### src/rtl/dmem_arbiter_pkg.sv
// -----------------------------------------------------------------------------
// dmem_arb_pkg
// Shared types and helpers for the data-memory arbiter.
//   arb_state_t : transaction sequencer states (IDLE -> ACCESS -> RESP)
//   WORD_IDX_W  : word-index width of the default 512-word memory
//   addr_legal  : true when a byte address is word aligned and inside memory
// -----------------------------------------------------------------------------
package dmem_arb_pkg;

   typedef enum logic [1:0] {
      IDLE   = 2'd0,
      ACCESS = 2'd1,
      RESP   = 2'd2
   } arb_state_t;

   localparam int unsigned MEM_WORDS_DEFAULT = 32'd512;
   localparam int unsigned WORD_IDX_W        = $clog2(MEM_WORDS_DEFAULT);

   // Word index is addr[31:2]; anything misaligned or past the last word is rejected.
   function automatic logic addr_legal(input logic [31:0] addr, input int unsigned words);
      logic [31:0] word_idx;
      word_idx = {2'b00, addr[31:2]};
      return (addr[1:0] == 2'b00) && (word_idx < words);
   endfunction

endpackage

### src/rtl/dmem_arbiter_if.sv
// -----------------------------------------------------------------------------
// dmem_arbiter_if
// Bundles both requester channels and the memory port of the arbiter.
//   req/we/addr0/addr1/wdata0/wdata1 : requester -> arbiter
//   ack/err/rdata                    : arbiter -> requester
//   mem_address/mem_write_data/mem_read/mem_write : arbiter -> memory
//   mem_read_data                    : memory -> arbiter (combinational read)
// slave modport is the arbiter's view, master is the environment's view.
// -----------------------------------------------------------------------------
interface dmem_arbiter_if #(
   parameter int DATA_W = 32
) ();

   logic [1:0]        req;
   logic [1:0]        we;
   logic [DATA_W-1:0] addr0;
   logic [DATA_W-1:0] addr1;
   logic [DATA_W-1:0] wdata0;
   logic [DATA_W-1:0] wdata1;
   logic [1:0]        ack;
   logic              err;
   logic [DATA_W-1:0] rdata;
   logic [DATA_W-1:0] mem_address;
   logic [DATA_W-1:0] mem_write_data;
   logic              mem_read;
   logic              mem_write;
   logic [DATA_W-1:0] mem_read_data;

   modport slave (
      input  req, we, addr0, addr1, wdata0, wdata1, mem_read_data,
      output ack, err, rdata, mem_address, mem_write_data, mem_read, mem_write
   );

   modport master (
      output req, we, addr0, addr1, wdata0, wdata1, mem_read_data,
      input  ack, err, rdata, mem_address, mem_write_data, mem_read, mem_write
   );

endinterface

### src/rtl/dmem_arbiter_rr_arbiter2.sv
// -----------------------------------------------------------------------------
// rr_arbiter2
// Combinational two-way round-robin pick.
//   req[1:0] : pending requests
//   last     : index of the most recently granted requester
//   gnt_idx  : index of the winner (valid when any = 1)
//   any      : at least one request pending
// -----------------------------------------------------------------------------
module rr_arbiter2 (
   input  logic [1:0] req,
   input  logic       last,
   output logic       gnt_idx,
   output logic       any
);

   // Sole requester wins; on a tie the one not granted last time wins.
   always_comb begin
      any     = |req;
      gnt_idx = 1'b0;
      case (req)
         2'b01:   gnt_idx = 1'b0;
         2'b10:   gnt_idx = 1'b1;
         2'b11:   gnt_idx = ~last;
         default: gnt_idx = 1'b0;
      endcase
   end

endmodule

### src/rtl/dmem_arbiter.sv
// -----------------------------------------------------------------------------
// dmem_arbiter
// Shares one single-cycle data-memory port between requester 0 (CPU) and
// requester 1 (DMA). Each grant runs IDLE -> ACCESS -> RESP; the memory is
// strobed for exactly the ACCESS cycle and ack[owner] pulses in RESP.
//   clk, rst_n : clock, asynchronous active-low reset
//   bus        : dmem_arbiter_if.slave (requester channels + memory port)
// All outputs come straight from flops; none depend combinationally on req.
// -----------------------------------------------------------------------------
module dmem_arbiter
   import dmem_arb_pkg::*;
#(
   parameter int          DATA_W    = 32,
   parameter int unsigned MEM_WORDS = 512
) (
   input  logic           clk,
   input  logic           rst_n,
   dmem_arbiter_if.slave  bus
);

   arb_state_t        state_q, state_d;
   logic              last_q, last_d;
   logic              owner_q, owner_d;
   logic              lat_we_q, lat_we_d;
   logic [DATA_W-1:0] lat_addr_q, lat_addr_d;
   logic [DATA_W-1:0] lat_wdata_q, lat_wdata_d;
   logic [1:0]        ack_q, ack_d;
   logic              err_q, err_d;
   logic [DATA_W-1:0] rdata_q, rdata_d;
   logic              mem_read_q, mem_read_d;
   logic              mem_write_q, mem_write_d;

   logic              gnt_idx_s;
   logic              any_s;
   logic [DATA_W-1:0] sel_addr_s;
   logic [DATA_W-1:0] sel_wdata_s;
   logic              sel_we_s;
   logic              sel_legal_s;
   logic              lat_legal_s;

   rr_arbiter2 u_rr (
      .req     (bus.req),
      .last    (last_q),
      .gnt_idx (gnt_idx_s),
      .any     (any_s)
   );

   // Mux the winning requester's channel for latching.
   always_comb begin
      if (gnt_idx_s) begin
         sel_addr_s  = bus.addr1;
         sel_wdata_s = bus.wdata1;
         sel_we_s    = bus.we[1];
      end else begin
         sel_addr_s  = bus.addr0;
         sel_wdata_s = bus.wdata0;
         sel_we_s    = bus.we[0];
      end
      sel_legal_s = addr_legal(32'(sel_addr_s), MEM_WORDS);
      lat_legal_s = addr_legal(32'(lat_addr_q), MEM_WORDS);
   end

   // Next-state and next-output logic. Strobes are computed one cycle early
   // so they are flop outputs during ACCESS; ack/err/rdata likewise for RESP.
   always_comb begin
      state_d     = state_q;
      last_d      = last_q;
      owner_d     = owner_q;
      lat_we_d    = lat_we_q;
      lat_addr_d  = lat_addr_q;
      lat_wdata_d = lat_wdata_q;
      ack_d       = 2'b00;
      err_d       = 1'b0;
      rdata_d     = '0;
      mem_read_d  = 1'b0;
      mem_write_d = 1'b0;
      case (state_q)
         IDLE: begin
            if (any_s) begin
               state_d     = ACCESS;
               last_d      = gnt_idx_s;
               owner_d     = gnt_idx_s;
               lat_we_d    = sel_we_s;
               lat_addr_d  = sel_addr_s;
               lat_wdata_d = sel_wdata_s;
               mem_write_d = sel_legal_s & sel_we_s;
               mem_read_d  = sel_legal_s & ~sel_we_s;
            end else begin
               state_d = IDLE;
            end
         end
         ACCESS: begin
            state_d = RESP;
            ack_d   = owner_q ? 2'b10 : 2'b01;
            err_d   = ~lat_legal_s;
            // Only a legal load carries data back; stores and errors return 0.
            if (mem_read_q) begin
               rdata_d = bus.mem_read_data;
            end else begin
               rdata_d = '0;
            end
         end
         RESP: begin
            state_d = IDLE;
         end
         default: begin
            state_d = IDLE;
         end
      endcase
   end

   // State and output registers.
   always_ff @(posedge clk or negedge rst_n) begin
      if (!rst_n) begin
         state_q     <= IDLE;
         last_q      <= 1'b1;
         owner_q     <= 1'b0;
         lat_we_q    <= 1'b0;
         lat_addr_q  <= '0;
         lat_wdata_q <= '0;
         ack_q       <= 2'b00;
         err_q       <= 1'b0;
         rdata_q     <= '0;
         mem_read_q  <= 1'b0;
         mem_write_q <= 1'b0;
      end else begin
         state_q     <= state_d;
         last_q      <= last_d;
         owner_q     <= owner_d;
         lat_we_q    <= lat_we_d;
         lat_addr_q  <= lat_addr_d;
         lat_wdata_q <= lat_wdata_d;
         ack_q       <= ack_d;
         err_q       <= err_d;
         rdata_q     <= rdata_d;
         mem_read_q  <= mem_read_d;
         mem_write_q <= mem_write_d;
      end
   end

   assign bus.ack            = ack_q;
   assign bus.err            = err_q;
   assign bus.rdata          = rdata_q;
   assign bus.mem_address    = lat_addr_q;
   assign bus.mem_write_data = lat_wdata_q;
   assign bus.mem_read       = mem_read_q;
   // Gate with rst_n so a write caught by reset can never reach the memory edge.
   assign bus.mem_write      = mem_write_q & rst_n;

endmodule

### src/flat_wrapper.sv
// flat-port wrapper written by rule: the top's interface ports become plain ports
module dmem_arbiter_flat import dmem_arb_pkg::*;
#(
   parameter int          DATA_W    = 32,
   parameter int unsigned MEM_WORDS = 512
)
  (clk, rst_n, bus_req, bus_we, bus_addr0, bus_addr1, bus_wdata0, bus_wdata1, bus_mem_read_data, bus_ack, bus_err, bus_rdata, bus_mem_address, bus_mem_write_data, bus_mem_read, bus_mem_write);
  dmem_arbiter_if #(.DATA_W(DATA_W)) bus_i ();
  input  logic clk;
  input  logic rst_n;
  input wire logic [$bits(bus_i.req)-1:0] bus_req;
  input wire logic [$bits(bus_i.we)-1:0] bus_we;
  input wire logic [$bits(bus_i.addr0)-1:0] bus_addr0;
  input wire logic [$bits(bus_i.addr1)-1:0] bus_addr1;
  input wire logic [$bits(bus_i.wdata0)-1:0] bus_wdata0;
  input wire logic [$bits(bus_i.wdata1)-1:0] bus_wdata1;
  input wire logic [$bits(bus_i.mem_read_data)-1:0] bus_mem_read_data;
  output wire logic [$bits(bus_i.ack)-1:0] bus_ack;
  output wire logic [$bits(bus_i.err)-1:0] bus_err;
  output wire logic [$bits(bus_i.rdata)-1:0] bus_rdata;
  output wire logic [$bits(bus_i.mem_address)-1:0] bus_mem_address;
  output wire logic [$bits(bus_i.mem_write_data)-1:0] bus_mem_write_data;
  output wire logic [$bits(bus_i.mem_read)-1:0] bus_mem_read;
  output wire logic [$bits(bus_i.mem_write)-1:0] bus_mem_write;
  assign bus_i.req = bus_req;
  assign bus_i.we = bus_we;
  assign bus_i.addr0 = bus_addr0;
  assign bus_i.addr1 = bus_addr1;
  assign bus_i.wdata0 = bus_wdata0;
  assign bus_i.wdata1 = bus_wdata1;
  assign bus_i.mem_read_data = bus_mem_read_data;
  assign bus_ack = bus_i.ack;
  assign bus_err = bus_i.err;
  assign bus_rdata = bus_i.rdata;
  assign bus_mem_address = bus_i.mem_address;
  assign bus_mem_write_data = bus_i.mem_write_data;
  assign bus_mem_read = bus_i.mem_read;
  assign bus_mem_write = bus_i.mem_write;
  dmem_arbiter #(.DATA_W(DATA_W), .MEM_WORDS(MEM_WORDS)) u_core (.clk(clk), .rst_n(rst_n), .bus(bus_i));
endmodule
### config.mk
export PLATFORM = sky130hd
export DESIGN_NAME = dmem_arbiter_flat
export DESIGN_NICKNAME = d
export VERILOG_FILES = /design/src/rtl/dmem_arbiter_pkg.sv /design/src/rtl/dmem_arbiter_if.sv /design/src/rtl/dmem_arbiter_rr_arbiter2.sv /design/src/rtl/dmem_arbiter.sv /design/src/flat_wrapper.sv
export SDC_FILE = /design/constraint.sdc
export NUM_CORES = 1
export LEC_CHECK = 0
export CAP_MARGIN = 5
export CORE_MARGIN = 5
export CORE_UTILIZATION = 30
export DETAILED_ROUTE_END_ITERATION = 8
export GPL_TIMING_DRIVEN = 0
export PLACE_DENSITY = 0.7
export SYNTH_ARGS = -nofsm -noshare
export SYNTH_HDL_FRONTEND = slang
export SYNTH_SLANG_ARGS = --single-unit
### constraint.sdc
create_clock -name clk -period 3.9 [get_ports clk]
set_clock_uncertainty 0.15 [all_clocks]
set_input_delay 0.78 -clock clk [delete_from_list [all_inputs] [get_ports clk]]
set_output_delay 0.78 -clock clk [all_outputs]
set_load 0.05 [all_outputs]
==> impl_metrics.toml, run 1 <==
[pwr]
p_leak_nw = 3.348
power_density_nw_per_um2 = 771.4
peakVddDrop_v = 0.0003792
finalPower_mw = 5.916

[critical_path]
r2r.worst_path.cells = 4
cp_slowest_stage_delay_ns = 0.83
worst_ep_arrival_time_ns = 2.65
crit_fanout = 60
cp_slowest_cell = "clkdlybuf4s50_1"
worst_setup_path_end_kind = "output port"
worstSetupPathType = "input port to output port"
cp-start-kind = "input port"
cp.depth = 4
path_delay_family = "buffers and inverters"
path_cells = "buf_4, buf_16, and2_1, clkdlybuf4s50_1"
crit_buf_inv = 3
cp_data_required_time_ns = 2.97

[route]
routed_wl_um = 17300
wl_per_cell_um = 18.38
drtIter0Drc = 240
vias = 4646
drtAntennaViolNets = 0
via_per_inst = 4.937
drc = 0
first_pass_iters = 4

[layout]
layout-drive-gt1-share = 0.06605
num_antenna_cells = 0
syn_to_final_growth_pct = 72.89
fin_nets = 918
stdcell_area_sq_um = 7669
fin_cells = 941
layout_commonest_cell = "clkdlybuf4s50_1"
mostFrequentLayoutCells = "clkdlybuf4s50_1 (265), nand2_1 (129), dfrtp_1 (104)"
post-route-util = 0.5276

[global_routing]
grt_overflow = 0
grt_pass1_vias = 4918
grt_pass1_wl_um = 27280
grt_max_degree = 61
antenna_found_initial = 0
grt.total_usage = 0.1950

[placed_design]
dpl.hpwl_um = 13720
dp.cells = 925
place_congestion = 0.9127
port_buffers = 266
placed_cell_area_sq_um = 7353
pre_cts_ws_ns = 0.2383

[cts]
clock-root-buffer = "clkbuf_16"
postCtsSetupRepairBufs = 0
hold_buffers = 0
cts_sinks = 105
clock_latency_ns = 0.35
clock_path_buffers = 2
path_clk_slew_ns = 0.07
cts.htree.levels = 3
cts_tree = "yes"
post_cts_resized = 0
cts-buffers-inserted = 9

[yosys]
ys_warn_count = 0
synth_top_family_by_area = "simple AND/OR/NAND/NOR gates"
synthXorXnorAreaFrac = 0
synth.distinct_cells = 28
syn_nets = 640
synth_seq_cells = 105
yosys-mux-area-fraction = 0.002539
netlist_area_sq_um = 4436
synthSimpleGateAreaFrac = 0.2542
netlist_instances = 474
synth_compound_gate_area_share = 0.1058
synth-adder-area-share = 0
syn_avg_cell_area_sq_um = 9.358
ys_seq_area_frac = 0.5927

[sta]
period_share = 0.9176
setup_viol = 0
relSlewSlack = 0.5648
finalWorstSetupSlack_ns = 0.3212
max_freq_ghz = 0.2794
drv_slew = 0
holdWs_ns = 0.2815
hold_viol_final = 0
tightest_slew_ns = 0.6469
rsz0062_at_grt = "false"
finalSetupTns_ns = 0
min_period_ns = 3.579

[run]
drv_cap = 0

[floorplan]
dieWidth_um = 131.6
pin_count = 267
core_sq_um = 14530
dieArea_sq_um = 17320
die_h_um = 131.6
fp-row-count = 44
initial_core_util = 0.3052

[outcome]
status = "complete, no violations"

[hold_path]
hp-class = "input port to async pin"
flip-flops by register name (all words and copies together), names as in the netlist:
| signal | count |
|---|---|
| u_core.bus.ack | 2 |
| u_core.bus.err | 1 |
| u_core.bus.mem_address | 32 |
| u_core.bus.mem_read | 1 |
| u_core.bus.mem_write_data | 32 |
| u_core.bus.rdata | 32 |
| u_core.last_q | 1 |
| u_core.mem_write_q | 1 |
| u_core.owner_q | 1 |
| u_core.state_q | 2 |
cells in the mapped netlist:
cell / n / area share
a21boi_0: 1 / 0.0017
a21bo_1: 1 / 0.0023
buf_6: 1 / 0.0025
a21oi_1: 1 / 0.0011
nor4bb_1: 1 / 0.0023
nor2_2: 1 / 0.0014
nand3_1: 4 / 0.0045
nor4_1: 13 / 0.018
o21a_2: 1 / 0.0020
a31oi_1: 66 / 0.093
nor3_1: 4 / 0.0045
inv_1: 1 / 0.00085
dfrtp_1: 104 / 0.59
dfstp_2: 1 / 0.0059
nand2_1: 129 / 0.11
a21boi_2: 1 / 0.0025
nand4_1: 2 / 0.0028
o21a_1: 1 / 0.0017
clkbuf_1: 7 / 0.0059
buf_4: 11 / 0.019
nor2_1: 69 / 0.058
and3_1: 32 / 0.045
nand2b_1: 1 / 0.0014
buf_2: 15 / 0.017
and2_1: 3 / 0.0042
mux2_2: 1 / 0.0025
and4_1: 1 / 0.0020
o22ai_1: 1 / 0.0014
report_power, final:
part / total [mW] / leakage, nW / switching (mW) / internal (mW)
clock: 0.971 / 0.157 / 0.451 / 0.519
combinational: 3.22 / 1.91 / 2.13 / 1.09
sequential: 1.73 / 1.28 / 0.256 / 1.47
total: 5.92 / 3.35 / 2.84 / 3.08
final cells by class:
cell class	instances	area, sq um
Clock inverter	7	90.09
Clock buffer	9	225.2
Tap cell	184	230.2
Buffer	34	195.2
Timing Repair Buffer	267	2688
Multi-Input combinational cell	334	1608
Sequential cell	105	2629
Fill cell	1342	6865
Inverter	1	3.754
worst paths after layout:
path	start	end	slack, ns
setup / recovery	rst_n	bus_mem_write	0.32
hold / removal	rst_n	u_core.bus.mem_address[6]	0.28
setup reg to reg	u_core.last_q	u_core.bus.mem_write_data[23]	2.11
hold reg to reg	u_core.owner_q	u_core.bus.ack[0]	0.29
max in group asynchronous	rst_n	u_core.last_q	2.59
min in group clk	u_core.owner_q	u_core.bus.ack[0]	0.29
per-layer routing:
layer | share of wire | track usage | vias up
li1 | - | - | 2183
met1 | 0.41 | 0.2375 | 2217
met2 | 0.49 | 0.3290 | 216
met3 | 0.069 | 0.05275 | 30
met4 | 0.026 | 0.07657 | 0
met5 | 0 | 0 | -
kinds of logic after synthesis:
group	Yosys count
simple gates	260
flops	105
compound gates	73
buf+inv	35
mux	1
No activity file was read; power rests on OpenSTA's default activity.
==> run 2, diff against run 1 <==
--- a/config.mk
+++ b/config.mk
@@ -5,7 +5,6 @@
 export SDC_FILE = /design/constraint.sdc
 export NUM_CORES = 1
 export LEC_CHECK = 0
-export CAP_MARGIN = 5
 export CORE_MARGIN = 5
 export CORE_UTILIZATION = 30
 export DETAILED_ROUTE_END_ITERATION = 8
==> results of run 2 <==
The final DEF is identical to that of run 1; final timing and power are the same.
==> RTL change 1: new RTL, config.mk and constraints of run 2 <==
Encoding of `arb_state_t`: now one-hot (3 bits for 3 states).
--- a/src/rtl/dmem_arbiter_pkg.sv
+++ b/src/rtl/dmem_arbiter_pkg.sv
@@ -7,10 +7,10 @@
 // -----------------------------------------------------------------------------
 package dmem_arb_pkg;
 
-   typedef enum logic [1:0] {
-      IDLE   = 2'd0,
-      ACCESS = 2'd1,
-      RESP   = 2'd2
+   typedef enum logic [2:0] {
+      IDLE   = 3'b001,
+      ACCESS = 3'b010,
+      RESP   = 3'b100
    } arb_state_t;
 
    localparam int unsigned MEM_WORDS_DEFAULT = 32'd512;
Function: same outputs for any inputs over 4 cycles, from zero or initial values and one cycle with rst_n low; so few cycles prove little.
==> RTL change 1 against run 2 <==
Sequential cell count grew 1. Synthesized area grew 1.9%. Power fell by 4.8%. Design area up 0.88%. Largest power group unchanged. Count of clock-buffer cells in the layout stayed put. Worst setup slack better by 0.27 ns. Routed wire length decreased by 6.7%. Global-route usage is 1.1 points lower. First-iteration DRC count fell by 30%.
==> RTL change 1: results (changes against run 2) <==
sequential cell area fraction in the yosys report 58.8% (-0.50 points); Post-synth ARST share 100% (unchanged); HP Class in2async; worst vdd rail ir drop 407 uV (+7.4%); pre-CTS WS 0.533 ns (+0.295 ns); DRT Wirelength 16.1 mm (-6.7%); Yosys warnings 0 (unchanged); leak pwr 0.00356 uW (+6.3%); Post-route DRC 0 (unchanged); H-tree depth 3 (unchanged); CTS root buf clkbuf_16; share of layout cells above drive strength 1 5.64% (-0.96 points); Reg clk slew, reported paths 0.07 ns (about the same); largest net degree at the start of global routing 56 (-8.2%); NumNets Final 852 (-7.2%); via density per instance 4.79 (-3.0%); Setup Fix Bufs, Post-CTS 0 (unchanged); gpl congestion 0.803 (-12%); Placed Instances 859 (-7.1%); vias in the first global route 4681 (-4.8%); Bufs on Longest Clock Path 2 (unchanged); Buffers on Ports 266 (unchanged); first drt pass iteration count 5 (+1); initial antenna violation count 0 (unchanged); PostCTS Resize Cnt 0 (unchanged); later-pin clock latency in the skew report 0.35 ns (about the same); DP HPWL 13.0 mm (-4.9%); Total Routing Usage GR 18.4% (-1.1 points); ranking of synthesized cells by area dfrtp_1, mux2i_1, nand2_1; Net Count, Synth 574 (-10%); Post-synth top cells dfrtp_1, nand2_1, mux2i_1; number of buffers created by CTS 9 (unchanged); n_diodes 0 (unchanged); Detailed Route Iter0 Violations 167 (-30%); first-pass GRT wire length 25.7 mm (-5.9%); status finished clean; dominant synthesized flop cell dfrtp_1; cell count after synthesis 408 (-14%); DR WL/cell 18.4 um (+0.33%); Worst Tran Pin Value 0.728 ns (+0.0816 ns); number of distinct library cells after synthesis 29 (+3.6%); Worst EP arrival 2.38 ns (-0.27 ns); CP max FO 55 (-8.3%)
-- RTL change 1: cells by family after synthesis --
family | Yosys count | synth area share, %
AO/OA/AOI/OAI | 73 | 8.53
buffers and inverters | 30 | 3.96
flip-flops | 106 | 58.8
multiplexers | 64 | 14.2
AND/OR/NAND/NOR | 135 | 14.6
-- RTL change 1: final cells by class --
type / instances / area (um^2)
tap: 184 / 230
buffer: 28 / 171
sequential: 106 / 2660
clock inverter: 7 / 75.1
fill: 1336 / 6910
clock buffer: 9 / 225
timing repair buffer: 267 / 2690
inverter: 2 / 7.51
multi-input combinational: 272 / 1680
-- RTL change 1: power breakdown --
| part | switching, uW | internal [uW] | leakage (uW) |
|---|---|---|---|
| clock network | 420 | 502 | 0.000138 |
| logic | 1990 | 1020 | 0.00206 |
| registers | 232 | 1470 | 0.00136 |
| total | 2640 | 2990 | 0.00356 |
-- RTL change 1: worst paths after layout --
check | slack, ns | startpoint | cells after the start | to
setup reg to reg | 2.08 | u_core.last_q$_DFFE_PN1P_ | 6 | u_core.bus.mem_address[30]$_DFFE_PN0P_
hold / removal | 0.31 | rst_n | 1 | u_core.bus.rdata[7]$_DFF_PN0_
max in group asynchronous | 2.50 | rst_n | 2 | u_core.last_q$_DFFE_PN1P_
min in group clk | 0.32 | u_core.owner_q$_DFFE_PN0P_ | 1 | u_core.bus.ack[0]$_DFF_PN0_
setup / recovery | 0.59 | rst_n | 3 | bus_mem_write
hold reg to reg | 0.32 | u_core.owner_q$_DFFE_PN0P_ | 1 | u_core.bus.ack[0]$_DFF_PN0_
-- RTL change 1: per-layer routing --
metal,vias to the layer above,wire (um),part of all wire [%],global-route usage [%]
met5,-,0,0,0
met4,0,288,1.8,6.12
met3,18,1320,8.2,6.00
met2,187,7930,49,31.4
met1,1998,6600,41,21.9
li1,1989,-,-,-
-- RTL change 1: critical path: stages --
cell and delay, ns:
buf_4 0.54, and2_1 0.24, clkdlybuf4s50_1 0.80
-- RTL change 1: through the flow --
stage	hold WS (ns)	cell area [um^2]	util, %
after floorplan	0.266	4520	-
after global placement	0.311	7410	50.6
after detailed placement	0.311	7440	50.8
after CTS	0.322	7740	52.8
after global routing	0.354	7740	52.8
final	0.314	7740	52.8
==> RTL change 2: new RTL, config.mk and constraints of run 2 <==
Without the edit above. `DATA_W` is set to 32 in 3 places; all go to 64.
--- a/src/rtl/dmem_arbiter_if.sv
+++ b/src/rtl/dmem_arbiter_if.sv
@@ -8,7 +8,7 @@
 // slave modport is the arbiter's view, master is the environment's view.
 // -----------------------------------------------------------------------------
 interface dmem_arbiter_if #(
-   parameter int DATA_W = 32
+   parameter int DATA_W = 64
 ) ();
 
    logic [1:0]        req;
--- a/src/rtl/dmem_arbiter.sv
+++ b/src/rtl/dmem_arbiter.sv
@@ -10,7 +10,7 @@
 module dmem_arbiter
    import dmem_arb_pkg::*;
 #(
-   parameter int          DATA_W    = 32,
+   parameter int          DATA_W    = 64,
    parameter int unsigned MEM_WORDS = 512
 ) (
    input  logic           clk,
--- a/src/flat_wrapper.sv
+++ b/src/flat_wrapper.sv
@@ -1,7 +1,7 @@
 // flat-port wrapper written by rule: the top's interface ports become plain ports
 module dmem_arbiter_flat import dmem_arb_pkg::*;
 #(
-   parameter int          DATA_W    = 32,
+   parameter int          DATA_W    = 64,
    parameter int unsigned MEM_WORDS = 512
 )
   (clk, rst_n, bus_req, bus_we, bus_addr0, bus_addr1, bus_wdata0, bus_wdata1, bus_mem_read_data, bus_ack, bus_err, bus_rdata, bus_mem_address, bus_mem_write_data, bus_mem_read, bus_mem_write);
Interface: changed (8 resized); port bits go from 267 to 523. The function was not compared with the original's and may differ.
==> RTL change 2 against run 2 <==
Design area increased by 94%. Routed wire length grew 130%. Worst setup slack worse by 0.022 ns. Critical path type unchanged. Non-clock buffer count rose by 294. First-iteration DRC count increased to 2.6 times the old value. Global-route usage grew 5.0 points. Sequential cell count rose by 96. Synthesized cell count is 89% higher. Power increased by 100%. Synthesized area increased by 87%.
==> RTL change 2: results (changes against run 2) <==
Bufs on Longest Clock Path 3 (+1); number of buffers created by CTS 24 (+15); largest net degree at the start of global routing 88 (+44%); sequential cell area fraction in the yosys report 60.5% (+1.3 points); WL met3 4.04 mm (+240%); Via Count 8931 (+92%); DP HPWL 30.6 mm (+120%); routed wl met2 19.2 mm (+130%); first drt pass iteration count 5 (+1); FF-to-FF Start u_core.state_q[0]$_DFF_PN0_; Worst Tran Pin Value 0.728 ns (+0.0806 ns); Detailed Route Iter0 Violations 628 (+160%); met1 WL 14.6 mm (+100%); worst vdd rail ir drop 440 uV (+16%); Placed Instances 1796 (+94%); status finished clean; CP max FO 87 (+45%); Reg2Reg Depth 6 (+2); later-pin clock latency in the skew report 0.52 ns (+0.17 ns); via density per instance 4.85 (-1.9%); H-tree depth 1 (-2); share of layout cells above drive strength 1 6.91% (+0.31 points); Buffers on Ports 522 (+96%); Total Routing Usage GR 24.5% (+5.0 points); cell count after synthesis 895 (+89%)
-- RTL change 2: changes by cell type after synthesis, moves of 8 or more --
cell | before | now
clkbuf_1 | 7 | 15
nor2_1 | 69 | 133
nand2_1 | 129 | 257
buf_2 | 15 | 52
and3_1 | 32 | 64
buf_4 | 11 | 2
a31oi_1 | 66 | 130
dfrtp_1 | 104 | 200
-- RTL change 2: cells by family (layout without fill, tap and decap cells) --
| family | Yosys count | count (layout) | share of synthesized area, % |
|---|---|---|---|
| multiplexers | 1 | 1 | 0.135 |
| other | 0 | 4 | 0 |
| AND/OR/NAND/NOR | 484 | 484 | 24.6 |
| AO/OA/AOI/OAI | 137 | 137 | 10.4 |
| buffers and inverters | 72 | 638 | 4.23 |
| flip-flops | 201 | 201 | 60.5 |
-- RTL change 2: layout make-up --
class / instances / area, um^2
diodes: 4 / 10.0
fillers: 2503 / 12700
well taps: 378 / 473
plain buffers: 71 / 348
clock inverters: 7 / 75.1
clock buffers: 35 / 702
repair buffers: 524 / 5290
inverters: 1 / 3.75
flip-flops and latches: 201 / 5030
multi-input cells: 622 / 2930
-- RTL change 2: power breakdown --
group	internal (uW)	switching, uW	total [uW]
Clock	1310	888	2200
Sequential	2810	466	3280
Combinational	2100	4310	6410
Total	6220	5660	11900
-- RTL change 2: per-stage QoR --
step | area [um^2] | util [%]
after floorplan | 8310 | -
after CTS | 14900 | 53.9
final | 14900 | 53.9
after detailed placement | 14000 | 51.0
after global routing | 14900 | 53.9
after global placement | 14000 | 50.8
-- RTL change 2: layer usage --
| metal | GRT usage [%] | up-vias |
|---|---|---|
| li1 | - | 4143 |
| met1 | 28.1 | 4241 |
| met2 | 41.4 | 440 |
| met3 | 8.65 | 103 |
| met4 | 10.5 | 4 |
| met5 | 0 | - |
